--- src/rtl/rrns_pkg.sv ---
// +----------------------------------------------------------------------------+
// | rrns_pkg                                                                   |
// | Moduli, MRC inverses/weights, residue widths and FSM states for the       |
// | RRNS decoder/checker.                                                      |
// | Revision: 1.0                                                              |
// +----------------------------------------------------------------------------+
`default_nettype none

package rrns_pkg;

    localparam int unsigned C_M64 = 64;
    localparam int unsigned C_M63 = 63;
    localparam int unsigned C_M65 = 65;
    localparam int unsigned C_M67 = 67;
    localparam int unsigned C_M71 = 71;
    localparam int unsigned C_M73 = 73;
    localparam int unsigned C_M79 = 79;
    localparam int unsigned C_M83 = 83;
    localparam int unsigned C_M89 = 89;

    localparam int unsigned C_INV64_M63 = 1;
    localparam int unsigned C_INV64_M65 = 64;
    localparam int unsigned C_INV63_M65 = 32;

    localparam int unsigned C_WGT2 = 64;
    localparam int unsigned C_WGT3 = 4032;

    localparam int unsigned C_RW_LO = 6;
    localparam int unsigned C_RW_HI = 7;
    localparam int unsigned C_XW    = 18;
    localparam int unsigned C_DW    = 16;
    localparam int unsigned C_NRED  = 6;

    typedef enum logic [2:0] {
        IDLE  = 3'd0,
        MRC1  = 3'd1,
        MRC2  = 3'd2,
        RECON = 3'd3,
        CHECK = 3'd4,
        DONE  = 3'd5
    } state_e;

    // A 7-bit residue is always below 2*m for every 7-bit modulus used here.
    function automatic logic [6:0] reduce7(input logic [6:0] v, input int unsigned m);
        return (v >= 7'(m)) ? v - 7'(m) : v;
    endfunction

    // (a - b) mod m for a, b already reduced; never wraps negative.
    function automatic logic [6:0] sub_mod(input logic [6:0] a, input logic [6:0] b,
                                           input int unsigned m);
        return (a >= b) ? a - b : 7'(8'(a) + 8'(m) - 8'(b));
    endfunction

endpackage

`default_nettype wire

--- src/rtl/rrns_decoder_check_if.sv ---
// +----------------------------------------------------------------------------+
// | rrns_decoder_check_if                                                      |
// | Residue inputs, start strobe and result outputs of the RRNS decoder.       |
// | Revision: 1.0                                                              |
// +----------------------------------------------------------------------------+
`default_nettype none

interface rrns_decoder_check_if;
    import rrns_pkg::*;

    logic                 start;
    logic [C_RW_LO-1:0]   rem_64;
    logic [C_RW_LO-1:0]   rem_63;
    logic [C_RW_HI-1:0]   rem_65;
    logic [C_RW_HI-1:0]   rem_67;
    logic [C_RW_HI-1:0]   rem_71;
    logic [C_RW_HI-1:0]   rem_73;
    logic [C_RW_HI-1:0]   rem_79;
    logic [C_RW_HI-1:0]   rem_83;
    logic [C_RW_HI-1:0]   rem_89;
    logic [C_DW-1:0]      data_out;
    logic [C_NRED-1:0]    mismatch_mask;
    logic                 range_err;
    logic                 err;
    logic                 busy;
    logic                 done;

    modport master (
        output start, rem_64, rem_63, rem_65, rem_67, rem_71, rem_73, rem_79, rem_83, rem_89,
        input  data_out, mismatch_mask, range_err, err, busy, done
    );

    modport slave (
        input  start, rem_64, rem_63, rem_65, rem_67, rem_71, rem_73, rem_79, rem_83, rem_89,
        output data_out, mismatch_mask, range_err, err, busy, done
    );

endinterface

`default_nettype wire

--- src/rtl/rrns_mod_sel.sv ---
// +----------------------------------------------------------------------------+
// | rrns_mod_sel                                                               |
// | Combinational X mod m(4+k) for the six redundant moduli, selected by k.    |
// | Revision: 1.0                                                              |
// +----------------------------------------------------------------------------+
`default_nettype none

module rrns_mod_sel
    import rrns_pkg::*;
(
    input  logic [C_XW-1:0]    i_x,
    input  logic [2:0]         i_k,
    output logic [C_RW_HI-1:0] o_rem
);

    always_comb begin
        o_rem = '0;
        case (i_k)
            3'd0:    o_rem = 7'(i_x % 18'(C_M67));
            3'd1:    o_rem = 7'(i_x % 18'(C_M71));
            3'd2:    o_rem = 7'(i_x % 18'(C_M73));
            3'd3:    o_rem = 7'(i_x % 18'(C_M79));
            3'd4:    o_rem = 7'(i_x % 18'(C_M83));
            3'd5:    o_rem = 7'(i_x % 18'(C_M89));
            default: o_rem = '0;
        endcase
    end

endmodule

`default_nettype wire

--- src/rtl/rrns_decoder_check.sv ---
// +----------------------------------------------------------------------------+
// | rrns_decoder_check                                                         |
// | Sequential RRNS decoder: MRC over (64,63,65), then per-cycle check of the  |
// | six redundant residues. Optional range check: RRNS_DEC_RANGE_CHECK_EN.     |
// | Revision: 1.0                                                              |
// +----------------------------------------------------------------------------+
`default_nettype none

module rrns_decoder_check
    import rrns_pkg::*;
(
    input  logic                clk,
    input  logic                rst,
    rrns_decoder_check_if.slave bus
);

    state_e                      state_q, state_d;
    logic [2:0]                  k_q, k_d;
    logic [C_RW_LO-1:0]          r64_q, r64_d;
    logic [C_RW_LO-1:0]          r63_q, r63_d;
    logic [C_RW_HI-1:0]          r65_q, r65_d;
    logic [C_NRED-1:0][C_RW_HI-1:0] red_q, red_d;
    logic [C_RW_LO-1:0]          a2_q, a2_d;
    logic [C_RW_HI-1:0]          a3_q, a3_d;
    logic [C_XW-1:0]             x_q, x_d;
    logic [C_NRED-1:0]           mask_q, mask_d;
    logic [C_DW-1:0]             data_q, data_d;
    logic                        rerr_q, rerr_d;
    logic                        err_q, err_d;

    logic [C_RW_LO-1:0]          w_a1_m63;
    logic [C_RW_LO-1:0]          w_a2;
    logic [C_RW_HI-1:0]          w_t1, w_t2, w_t3, w_a3;
    logic [C_XW-1:0]             w_x;
    logic [C_RW_HI-1:0]          w_rem;
    logic [C_NRED-1:0]           w_mask_upd;
    logic                        w_range;

    rrns_mod_sel u_mod_sel (
        .i_x   (x_q),
        .i_k   (k_q),
        .o_rem (w_rem)
    );

    // Mixed-radix digits; a1 is r64 itself.
    always_comb begin
        w_a1_m63 = (r64_q == 6'(C_M63)) ? '0 : r64_q;
        w_a2     = 6'((13'(sub_mod({1'b0, r63_q}, {1'b0, w_a1_m63}, C_M63))
                       * 13'(C_INV64_M63)) % 13'(C_M63));
        w_t1     = sub_mod(r65_q, {1'b0, r64_q}, C_M65);
        w_t2     = 7'((13'(w_t1) * 13'(C_INV64_M65)) % 13'(C_M65));
        w_t3     = sub_mod(w_t2, {1'b0, a2_q}, C_M65);
        w_a3     = 7'((13'(w_t3) * 13'(C_INV63_M65)) % 13'(C_M65));
        w_x      = 18'(r64_q) + 18'(a2_q) * 18'(C_WGT2) + 18'(a3_q) * 18'(C_WGT3);
    end

    always_comb begin
        w_mask_upd      = mask_q;
        w_mask_upd[k_q] = (w_rem != red_q[k_q]);
    end

`ifdef RRNS_DEC_RANGE_CHECK_EN
    assign w_range = (x_q > 18'd65535);
`else
    assign w_range = 1'b0;
`endif

    always_ff @(posedge clk) begin
        if (rst) begin
            state_q <= IDLE;
        end else begin
            state_q <= state_d;
        end
    end

    always_comb begin
        state_d = state_q;
        case (state_q)
            IDLE:    if (bus.start) state_d = MRC1;
            MRC1:    state_d = MRC2;
            MRC2:    state_d = RECON;
            RECON:   state_d = CHECK;
            CHECK:   if (k_q == 3'(C_NRED - 1)) state_d = DONE;
            DONE:    state_d = IDLE;
            default: state_d = IDLE;
        endcase
    end

    always_comb begin
        k_d    = k_q;
        r64_d  = r64_q;
        r63_d  = r63_q;
        r65_d  = r65_q;
        red_d  = red_q;
        a2_d   = a2_q;
        a3_d   = a3_q;
        x_d    = x_q;
        mask_d = mask_q;
        data_d = data_q;
        rerr_d = rerr_q;
        err_d  = err_q;
        case (state_q)
            IDLE: begin
                if (bus.start) begin
                    r64_d    = bus.rem_64;
                    r63_d    = (bus.rem_63 == 6'(C_M63)) ? '0 : bus.rem_63;
                    r65_d    = reduce7(bus.rem_65, C_M65);
                    red_d[0] = reduce7(bus.rem_67, C_M67);
                    red_d[1] = reduce7(bus.rem_71, C_M71);
                    red_d[2] = reduce7(bus.rem_73, C_M73);
                    red_d[3] = reduce7(bus.rem_79, C_M79);
                    red_d[4] = reduce7(bus.rem_83, C_M83);
                    red_d[5] = reduce7(bus.rem_89, C_M89);
                    mask_d   = '0;
                    k_d      = '0;
                end
            end
            MRC1:  a2_d = w_a2;
            MRC2:  a3_d = w_a3;
            RECON: begin
                x_d = w_x;
                k_d = '0;
            end
            CHECK: begin
                mask_d = w_mask_upd;
                k_d    = k_q + 3'd1;
                // Results are registered on the last check so they coincide with done.
                if (k_q == 3'(C_NRED - 1)) begin
                    data_d = x_q[C_DW-1:0];
                    rerr_d = w_range;
                    err_d  = (|w_mask_upd) | w_range;
                end
            end
            default: ;
        endcase
    end

    always_ff @(posedge clk) begin
        if (rst) begin
            k_q    <= '0;
            r64_q  <= '0;
            r63_q  <= '0;
            r65_q  <= '0;
            red_q  <= '0;
            a2_q   <= '0;
            a3_q   <= '0;
            x_q    <= '0;
            mask_q <= '0;
            data_q <= '0;
            rerr_q <= 1'b0;
            err_q  <= 1'b0;
        end else begin
            k_q    <= k_d;
            r64_q  <= r64_d;
            r63_q  <= r63_d;
            r65_q  <= r65_d;
            red_q  <= red_d;
            a2_q   <= a2_d;
            a3_q   <= a3_d;
            x_q    <= x_d;
            mask_q <= mask_d;
            data_q <= data_d;
            rerr_q <= rerr_d;
            err_q  <= err_d;
        end
    end

    always_comb begin
        bus.busy = (state_q != IDLE);
        bus.done = (state_q == DONE);
    end

    assign bus.data_out      = data_q;
    assign bus.mismatch_mask = mask_q;
    assign bus.range_err     = rerr_q;
    assign bus.err           = err_q;

endmodule

`default_nettype wire

--- src/flat_wrapper.sv ---
// flat-port wrapper written by rule: the top's interface ports become plain ports
module rrns_decoder_check_flat import rrns_pkg::*;
  (clk, rst, bus_start, bus_rem_64, bus_rem_63, bus_rem_65, bus_rem_67, bus_rem_71, bus_rem_73, bus_rem_79, bus_rem_83, bus_rem_89, bus_data_out, bus_mismatch_mask, bus_range_err, bus_err, bus_busy, bus_done);
  rrns_decoder_check_if bus_i ();
  input  logic clk;
  input  logic rst;
  input wire logic [$bits(bus_i.start)-1:0] bus_start;
  input wire logic [$bits(bus_i.rem_64)-1:0] bus_rem_64;
  input wire logic [$bits(bus_i.rem_63)-1:0] bus_rem_63;
  input wire logic [$bits(bus_i.rem_65)-1:0] bus_rem_65;
  input wire logic [$bits(bus_i.rem_67)-1:0] bus_rem_67;
  input wire logic [$bits(bus_i.rem_71)-1:0] bus_rem_71;
  input wire logic [$bits(bus_i.rem_73)-1:0] bus_rem_73;
  input wire logic [$bits(bus_i.rem_79)-1:0] bus_rem_79;
  input wire logic [$bits(bus_i.rem_83)-1:0] bus_rem_83;
  input wire logic [$bits(bus_i.rem_89)-1:0] bus_rem_89;
  output wire logic [$bits(bus_i.data_out)-1:0] bus_data_out;
  output wire logic [$bits(bus_i.mismatch_mask)-1:0] bus_mismatch_mask;
  output wire logic [$bits(bus_i.range_err)-1:0] bus_range_err;
  output wire logic [$bits(bus_i.err)-1:0] bus_err;
  output wire logic [$bits(bus_i.busy)-1:0] bus_busy;
  output wire logic [$bits(bus_i.done)-1:0] bus_done;
  assign bus_i.start = bus_start;
  assign bus_i.rem_64 = bus_rem_64;
  assign bus_i.rem_63 = bus_rem_63;
  assign bus_i.rem_65 = bus_rem_65;
  assign bus_i.rem_67 = bus_rem_67;
  assign bus_i.rem_71 = bus_rem_71;
  assign bus_i.rem_73 = bus_rem_73;
  assign bus_i.rem_79 = bus_rem_79;
  assign bus_i.rem_83 = bus_rem_83;
  assign bus_i.rem_89 = bus_rem_89;
  assign bus_data_out = bus_i.data_out;
  assign bus_mismatch_mask = bus_i.mismatch_mask;
  assign bus_range_err = bus_i.range_err;
  assign bus_err = bus_i.err;
  assign bus_busy = bus_i.busy;
  assign bus_done = bus_i.done;
  rrns_decoder_check u_core (.clk(clk), .rst(rst), .bus(bus_i));
endmodule
--- config.mk ---
export PLATFORM = sky130hd
export DESIGN_NAME = rrns_decoder_check_flat
export DESIGN_NICKNAME = d
export VERILOG_FILES = /design/src/rtl/rrns_pkg.sv /design/src/rtl/rrns_decoder_check_if.sv /design/src/rtl/rrns_mod_sel.sv /design/src/rtl/rrns_decoder_check.sv /design/src/flat_wrapper.sv
export SDC_FILE = /design/constraint.sdc
export NUM_CORES = 1
export LEC_CHECK = 0
export CORE_AREA = 2 2 227 229
export DETAILED_ROUTE_END_ITERATION = 10
export DIE_AREA = 0 0 229 231
export GPL_TIMING_DRIVEN = 0
export PLACE_DENSITY = 0.65
export SETUP_SLACK_MARGIN = 0.4
export SYNTH_ARGS = -nofsm -noshare
export SYNTH_HDL_FRONTEND = slang
export SYNTH_SLANG_ARGS = --single-unit
--- constraint.sdc ---
create_clock -name clk -period 29.5 [get_ports clk]
set_input_delay 7.375 -clock clk [delete_from_list [all_inputs] [get_ports clk]]
set_output_delay 7.375 -clock clk [all_outputs]
set_load 0.05 [all_outputs]
# After elaboration in Yosys (flattened, before gate mapping)
# Cells that the tools add are included.
# op_classes
addsub,19
n_mul,1
div_mod_pow,9
magnitude_cmp,12
n_eq_ne,15
shift,0
n_mux,25
n_bitwise,0
reduce_logical,12
# ops
cell,n
$mod A18 B7 Y18 const B,6
$mux W7,11
$ge A7 B7 Y1 const B,7
$sub A7 B7 Y7 const B,7
$pmux W7 S6,1
$sub A7 B6 Y7,5
$bmux W7 S3,1
$add A18 B18 Y18,1
$mux W6,3
$pmux W3 S5,1
$add A7 B7 Y7 const B,2
$ge A7 B6 Y1,2
$add A6 B12 Y13,1
$mod A12 B7 Y13 const B,1
$mod A13 B7 Y13 const B,1
$mod A7 B6 Y13 const B,1
$eq A3 B2 Y1 const B,4
$eq A3 B3 Y1 const B,4
$eq A6 B6 Y1 const B,2
$mul A7 B6 Y12 const B,1
$pmux W6 S2,1
$reduce_and A2 Y1,5
$mux W3,3
$pmux W3 S3,1
other kinds (18),21
# word_totals
regBits,121
latchBits,0
ramBits,0
romBits,0
inputBits,64
word_cells,110
n_memories,0

# Longest topological paths before layout
# depth
ltp_word,8
depth_mapped,146
depth_no_buf,138

# Modules after synthesis
# A second synthesis with hierarchy kept.
# hier_totals
cells_unflattened,2417
hier_area_um2,18338.8
# modules_own_cells
mod,n_inst,cells_each,area_per_inst_um2
rrns_decoder_check,1,1606,12504.5
rrns_mod_sel,1,811,5834.3

# Worst setup path before layout
# No wires, ideal clock.
# synth_path
path_kind,reg2reg
startpoint,register u_core.k_q[1]
endpoint,register u_core.mask_q[2] (netlist: u_core.bus.mismatch_mask[2])
arrival_ns,29.582
slack_ns,-0.209
stages_incl_launch_ff,144
n_path_buf,9
path_cell_list,dfxtp_1 > clkbuf_1 > inv_1 > ha_1 > and2_1 > a211oi_1 > o21bai_1 > inv_1 > ha_1 > a21oi_2 > nor2_1 > o41ai_2 > mux2_2 > ha_1 > o21ai_0 > o21bai_1 > a21oi_1 > o21ai_0 > [108 not listed] > nor3_2 > buf_6 > o21ai_0 > ha_1 > a21o_1 > a21oi_1 > o21ai_0 > nor2_1 > mux2i_1 > a22oi_1 > nand2_2 > mux2_2 > xnor2_1 > nand4_1 > a211oi_2 > nor2_1 > a22oi_1 > nor2_1
# synth_via
elab_chain_len,6
elab_cells_between_ends,17
cone_classes,2 x order compare; 6 x eq/ne; 7 x mux; 2 x reduce/logical
# synth_lines
item,line_no,source
"start, declared",rrns_decoder_check.sv:18,"logic [2:0] k_q, k_d;"
"start signal, assigned",rrns_decoder_check.sv:153,k_q <= k_d;
$lt A3 B4 Y1 (implied by the code) / $ge A3 B1 Y1 (equally long branches),rrns_decoder_check.sv:59,w_mask_upd[k_q] = (w_rem != red_q[k_q]);
$logic_and A1 B1 Y1 (implied by the code),rrns_decoder_check.sv:59,
$mux W1 (implied by the code),rrns_decoder_check.sv:59,
$demux W1 S3,-,
$bwmux W6 *,rrns_decoder_check.sv:59,
$pmux W6 S2 *,rrns_decoder_check.sv:102,case (state_q)
"end signal, assigned",rrns_decoder_check.sv:161,mask_q <= mask_d;
"end, declared",rrns_decoder_check.sv:26,"logic [C_NRED-1:0] mask_q, mask_d;"
# Mark *: on every way between the ends. The rest lies on a longest branch, timed or not. The select of a mux whose other input is x is not followed.
# A chain may end at the register's enable or synchronous reset.

# Worst setup path after layout
# layout_path
startpoint,register u_core.k_q[1]
endpoint,register u_core.err_q (netlist: u_core.bus.err)
# layout_via
elab_chain_len,6
elab_cells_between_ends,18
cone_classes,2 x order compare; 6 x eq/ne; 6 x mux; 4 x reduce/logical
# layout_lines
item,line_no,source
$lt A3 B4 Y1 (implied by the code) / $ge A3 B1 Y1 (equally long branches),rrns_decoder_check.sv:59,
$logic_and A1 B1 Y1 (implied by the code),rrns_decoder_check.sv:59,
$mux W1 (implied by the code),rrns_decoder_check.sv:59,
$demux W1 S3,-,
$bwmux W6,rrns_decoder_check.sv:59,
$reduce_or A6 Y1,rrns_decoder_check.sv:131,err_d = (|w_mask_upd) | w_range;
"end signal, assigned",rrns_decoder_check.sv:164,err_q <= err_d;
"end, declared",rrns_decoder_check.sv:29,"logic err_q, err_d;"
# Several ways; a longest one is shown, not always the timed one. The select of a mux whose other input is x is not followed.

==> qor.json <==
{
  "run_status": "complete, no violations",
  "dp_hpwl_um": 46200,
  "cts_sinks": 121,
  "fin_skew_ns": 0.0151,
  "grt_pass1_wl_um": 93400,
  "clock_tree_from_tritoncts": "done",
  "syn_avg_cell_area_um2": 7.56,
  "cpPeakStageDelay_ns": 0.62,
  "synth_enable_flop_cells": 0,
  "synthTopCellsByArea": "sky130_fd_sc_hd__dfxtp_1 13%, sky130_fd_sc_hd__ha_1 9.7%, sky130_fd_sc_hd__xnor2_1 5.3%",
  "report.final.slew_viol_count": 0,
  "synth.mux.area_fraction": 0.0506,
  "critPathCaptureType": "flip-flop",
  "buffers_from_clock_root_to_sink_at_most": 2,
  "post-synth-top-area-cell": "sky130_fd_sc_hd__dfxtp_1",
  "wirelength_um": 58400,
  "synthCells": 2448,
  "timing.critical_path.fanout_max": 10,
  "synth_fa_ha_area_frac": 0.130,
  "grt_max_degree": 17,
  "synth_top_family_by_area": "compound AO/OA/AOI/OAI gates",
  "critPathBufInv": 21,
  "wl_per_cell_um": 17.7,
  "hold_viol_final": 0,
  "start_util": 0.365,
  "root_buf_cell": "sky130_fd_sc_hd__clkbuf_16",
  "grt.met1_usage": 0.281,
  "synth.net_count": 2686,
  "finalCriticalPeriod_ns": 27.53,
  "grt_antenna_before_repair": 3,
  "nNetsFinal": 2835,
  "port_buffers": 87,
  "rsz0062_at_grt": "false",
  "drt-vias-per-instance": 5.89,
  "synth_simple_gate_area_share": 0.242,
  "synth_top_flop_cell": "sky130_fd_sc_hd__dfxtp_1",
  "route.antenna.remaining_nets": 0,
  "drt_iter0_drc": 1551,
  "min-delay-path-class": "flip-flop to flip-flop",
  "timing.final.crit_share": 0.933,
  "setup.worst_path.class": "flip-flop to flip-flop",
  "drt_pre_antenna_iters": 6,
  "clk_latency_ns": 0.43,
  "drv_cap": 0,
  "layoutNonFillerInstCount": 3290,
  "critical-path-slowest-cell": "sky130_fd_sc_hd__or4_1",
  "clk_pin_slew_ns": 0.07,
  "post_synth_instance_area_um2": 18500,
  "fmaxAchievable_ghz": 0.0363,
  "critical_path_data_required_time_ns": 29.78,
  "worst_path_most_repeated_cell": "sky130_fd_sc_hd__ha_1",
  "drive_above_1_share": 0.126,
  "first_global_vias": 18249,
  "core_area_um2": 50700,
  "critPathArrivalTime_ns": 27.81,
  "synth-xor-area-share": 0.0851,
  "ys_ff_latch": 121,
  "dieWidth_um": 229,
  "startpoint_types": "flip-flop",
  "ys_seq_area_frac": 0.131,
  "yosysTopAreaCellShare": 0.131,
  "place_inst": 3216,
  "drc": 0,
  "grt.overflow.total": 0,
  "cts_inserted_buffers": 17,
  "routed-via-count": 19365,
  "gpl.final_weighted_congestion": 0.910,
  "yosys_warnings": 0,
  "core.rowCount": 83,
  "grt_use_met2": 0.363,
  "slew_headroom": 0.342,
  "ios": 90,
  "globalRouteMet3Util": 0.0205,
  "num_antenna_cells": 0,
  "hold_buffers": 0,
  "cp_top_family": "compound AO/OA/AOI/OAI gates",
  "setup_viol_count_final": 0,
  "h-tree-depth": 4,
  "synth_cell_types": 148,
  "die_area_um2": 52900,
  "fp.dieH_um": 231,
  "busiest_layer": "met2",
  "synth-compound-area-share": 0.310,
  "synth-async-reset-ratio": 0,
  "global_route.usage.total": 0.211,
  "worst_margin_slew_ns": 0.979,
  "growth_of_design_area_from_synthesis_to_finish_pct": 17.2
}
==> synth_stat cells (all sizes together) (9+ instances only) <==
library cell and number:
or2 11, nand2 246, nor4 30, nor3 77
and3 29, and2 20, o22ai 14, a21oi 174
a211o 9, or3 19, buf 30, nand3b 9
o21ai 143, nand4 18, fa 31, mux2i 51
o31ai 19, a211oi 93, o31a 17, xor2 61
a31oi 26, nand3 81, a21o 49, dfxtp 121
xnor2 112, o21a 30, inv 142, nor2b 27
o211ai 32, o2111ai 9, clkbuf 60, o21bai 19
a2111oi 12, a311oi 9, nor2 217, mux2 24
nor3b 16, or4 11, ha 143, nand2b 30
a22oi 18, o211a 15, a21boi 9
==> metrics by stage <==
stage          setup TNS (ns)  worst slack (ns)   util  hold WS, ns  cell area, um2
3_5_place_dp           -39.03             -5.60  0.400        0.445           20300
5_1_grt                     0             0.182  0.428        0.479           21700
6_report                    0              1.97  0.428        0.455           21700
2_1_floorplan               0             0.497      -        0.429           18500
3_3_place_gp           -37.09             -5.32  0.400        0.442           20300
4_1_cts                     0             0.403  0.421        0.454           21300
==> what timing repair did <==
item                                    in CTS  in global routing
endpoints found under the setup margin       7                  7
setup buffers                               24                 17
gates resized for setup                     63                 71
cloned                                       0                  1
pin swaps                                   19                 25
==> layer usage <==
metal	up-vias	wire [um]
met5	-	36
met4	6	1280
met3	90	2660
met2	568	27800
met1	9291	26700
li1	9410	-
==> flip-flops by register name, summed over array words and instances (netlist names), 6 cells and up <==
register / flops
u_core.red_q: 42
u_core.r65_q: 7
u_core.bus.data_out: 16
u_core.a3_q: 7
u_core.x_q: 18
u_core.bus.mismatch_mask: 6
u_core.r63_q: 6
u_core.a2_q: 6
u_core.r64_q: 6
==> final timing paths <==
path | slack, ns | start | to | cells past startpoint
setup / recovery | 1.97 | u_core.k_q[1] | u_core.bus.err | 140
hold / removal | 0.46 | u_core.red_q[8] | u_core.red_q[8] | 2
setup reg to reg | 1.97 | u_core.k_q[1] | u_core.bus.err | 140
hold reg to reg | 0.46 | u_core.red_q[8] | u_core.red_q[8] | 2
==> worst min-delay path, delay by kind of cell (launching register included) <==
family             cells  cell delay [ns]
and+or+nand+nor        1             0.05
DFF                    1             0.31
AOI/OAI and AO/OA      1             0.05
==> cell usage in the layout (no fill, tap or decap), types with 15 or more instances in the layout <==
cell                              Yosys  final
sky130_fd_sc_hd__nand3_1             78     76
sky130_fd_sc_hd__nand4_1             16     16
sky130_fd_sc_hd__o211ai_1            28     28
sky130_fd_sc_hd__buf_4                7     50
sky130_fd_sc_hd__o31ai_1             15     15
sky130_fd_sc_hd__ha_1               143    142
sky130_fd_sc_hd__a22oi_1             17     16
sky130_fd_sc_hd__a31oi_1             24     24
sky130_fd_sc_hd__inv_1              140    138
sky130_fd_sc_hd__dfxtp_1            121    121
sky130_fd_sc_hd__a21oi_1            166    151
sky130_fd_sc_hd__nor2_1             214    209
sky130_fd_sc_hd__a21oi_2              8     19
sky130_fd_sc_hd__and3_1              29     29
sky130_fd_sc_hd__clkdlybuf4s50_1      0     87
sky130_fd_sc_hd__xnor2_1            111    110
sky130_fd_sc_hd__o21ai_0            124    112
sky130_fd_sc_hd__nor3_1              66     66
sky130_fd_sc_hd__or3_1               17     17
sky130_fd_sc_hd__a21o_1              49     47
sky130_fd_sc_hd__clkbuf_16            0     17
sky130_fd_sc_hd__a211oi_1            83     80
sky130_fd_sc_hd__nor2b_1             27     27
sky130_fd_sc_hd__nand2b_1            29     29
sky130_fd_sc_hd__clkbuf_1            60     53
sky130_fd_sc_hd__fa_1                31     30
sky130_fd_sc_hd__o21a_1              29     29
sky130_fd_sc_hd__o31a_1              17     17
sky130_fd_sc_hd__nor4_1              25     22
sky130_fd_sc_hd__o21ai_1             17     23
sky130_fd_sc_hd__and2_1              18     17
sky130_fd_sc_hd__mux2i_1             46     42
sky130_fd_sc_hd__xor2_1              60     59
sky130_fd_sc_hd__mux2_2              21     21
sky130_fd_sc_hd__nand2_1            245    241
==> cell families after synthesis <==
group / after synthesis
flops: 121
mux: 80
buf+inv: 234
other cells: 1
fa+ha+maj: 174
simple gates: 878
xor+xnor: 175
compound gates: 785
==> area by class of cell <==
type                       instances  area, um2
timing repair buffer             129       1190
clock buffer                      17        425
clock inverter                    15        178
multi-input combinational       2094      15600
tap                              680        851
fill                            5142      29000
sequential                       121       2420
buffer                            90        447
inverter                         144        546
Power is not shown: default switching activity piles up to over one toggle a cycle in this logic, so the estimate is an artifact.
==> RTL change (same flow settings) <==
The package constant `C_DW` goes from 16 to 12.
--- a/src/rtl/rrns_pkg.sv
+++ b/src/rtl/rrns_pkg.sv
@@ -28,7 +28,7 @@
     localparam int unsigned C_RW_LO = 6;
     localparam int unsigned C_RW_HI = 7;
     localparam int unsigned C_XW    = 18;
-    localparam int unsigned C_DW    = 16;
+    localparam int unsigned C_DW    = 12;
     localparam int unsigned C_NRED  = 6;
 
     typedef enum logic [2:0] {
Ports: changed (resized bus_data_out); port bits go from 90 to 86. The function was not compared with the original's and may differ.
==> RTL change against the unedited design <==
Worst hold slack got worse by 0.0049 ns; routed wire length decreased by 4.0%; final area decreased by 0.63%; sequential cell count decreased by 4; largest cell class unchanged; via count decreased by 1.1%; synthesized area decreased by 2.6%; worst setup slack got worse by 0.38 ns.
Power is left out: the tool's default activity adds up to more than one toggle a clock period on the data nets, which glitch-free logic cannot reach.
==> RTL change: results <==
{
  "drive_gt1_share_pct": 13.4,
  "hold_end": "u_core.red_q[36]$_SDFFE_PP0P_",
  "nNetsFinal": 2838,
  "grt_use_met2_pct": 35.2,
  "placedCellCount": 3179,
  "largest_reg_flops": 42,
  "arrival_ns": 28.20,
  "ff2ff_setup_slack_ns": 1.59,
  "ys_seq_area_share_pct": 13.0,
  "syn_nets": 2653,
  "hold_path.class": "register to register",
  "wl_met3_mm": 2.81,
  "r2r-start": "u_core.k_q[0]$_SDFFE_PP0P_",
  "gr-total-overflow": 0,
  "drt-met1-wl_mm": 25.6,
  "netlist_top_cells_area": "dfxtp_1, ha_1, nand2_1",
  "h-tree-depth": 4,
  "gp_congestion": 0.913,
  "io_buffers": 84,
  "worst_hold_slack_ns": 0.450,
  "synth_warnings": 0,
  "cpLargestDelayFamily": "compound AO/OA/AOI/OAI gates",
  "stdcell_count": 3296,
  "grt_use_met3_pct": 2.40,
  "met1_usage_pct": 26.7,
  "drc": 0,
  "slew_headroom_pct": 41.2,
  "synth_fa_ha_area_share_pct": 13.4,
  "drt_iter0_markers": 1401,
  "grt_pass1_vias": 18300,
  "vias_per_cell": 5.81,
  "setup.worst_path.end_class": "register",
  "highest_layer": "met5",
  "synth_top_area_cell": "dfxtp_1",
  "grt_usage_pct": 20.4,
  "synth-xor-area-share_pct": 7.96,
  "dr.pass1.iters": 6,
  "clock_skew_ns": 0.00864,
  "dp_hpwl_mm": 43.8,
  "grt_max_degree": 17,
  "grt_pass1_wl_mm": 91.3,
  "synthCells": 2415,
  "synth_mux_area_share_pct": 5.73,
  "yosys-top-cells-count": "nand2_1, nor2_1, a21oi_1, inv_1, ha_1",
  "wl_met2_mm": 26.5,
  "synth_compound_area_share_pct": 30.1,
  "wire_per_inst_um": 17.0,
  "worstReg2RegEnd": "u_core.bus.err$_SDFFE_PP0P_",
  "slowest_delay_ns": 0.52,
  "critPathSlowestCell": "a2111oi_4",
  "synth_cell_type_count": 130,
  "antenna_found_initial": 5,
  "outcome": "finished clean",
  "clkLatencyLatePin_ns": 0.44,
  "hp-start": "u_core.red_q[36]$_SDFFE_PP0P_",
  "rr_worst_depth": 160
}
-- RTL change: metrics by stage --
step | setup WS (ns) | instance area [um2]
2_1_floorplan | 0.431 | 18100
4_1_cts | 0.408 | 20900
3_3_place_gp | -4.70 | 19700
3_5_place_dp | -5.19 | 19700
6_report | 1.59 | 21600
5_1_grt | 0.0156 | 21600
-- RTL change: repair_timing --
action                                  in CTS  in global routing
pin swaps                                   18                 44
gates resized for setup                     52                 87
cloned                                       0                  0
endpoints found under the setup margin       7                  7
setup buffers                               42                 40
-- RTL change: cell type report --
type | instances | area, um2
Multi-Input combinational cell | 2072 | 15300
Inverter | 148 | 563
Tap cell | 680 | 851
Sequential cell | 117 | 2350
Clock inverter | 15 | 181
Antenna cell | 3 | 7.51
Timing Repair Buffer | 166 | 1460
Fill cell | 5179 | 29100
Clock buffer | 17 | 425
Buffer | 78 | 414
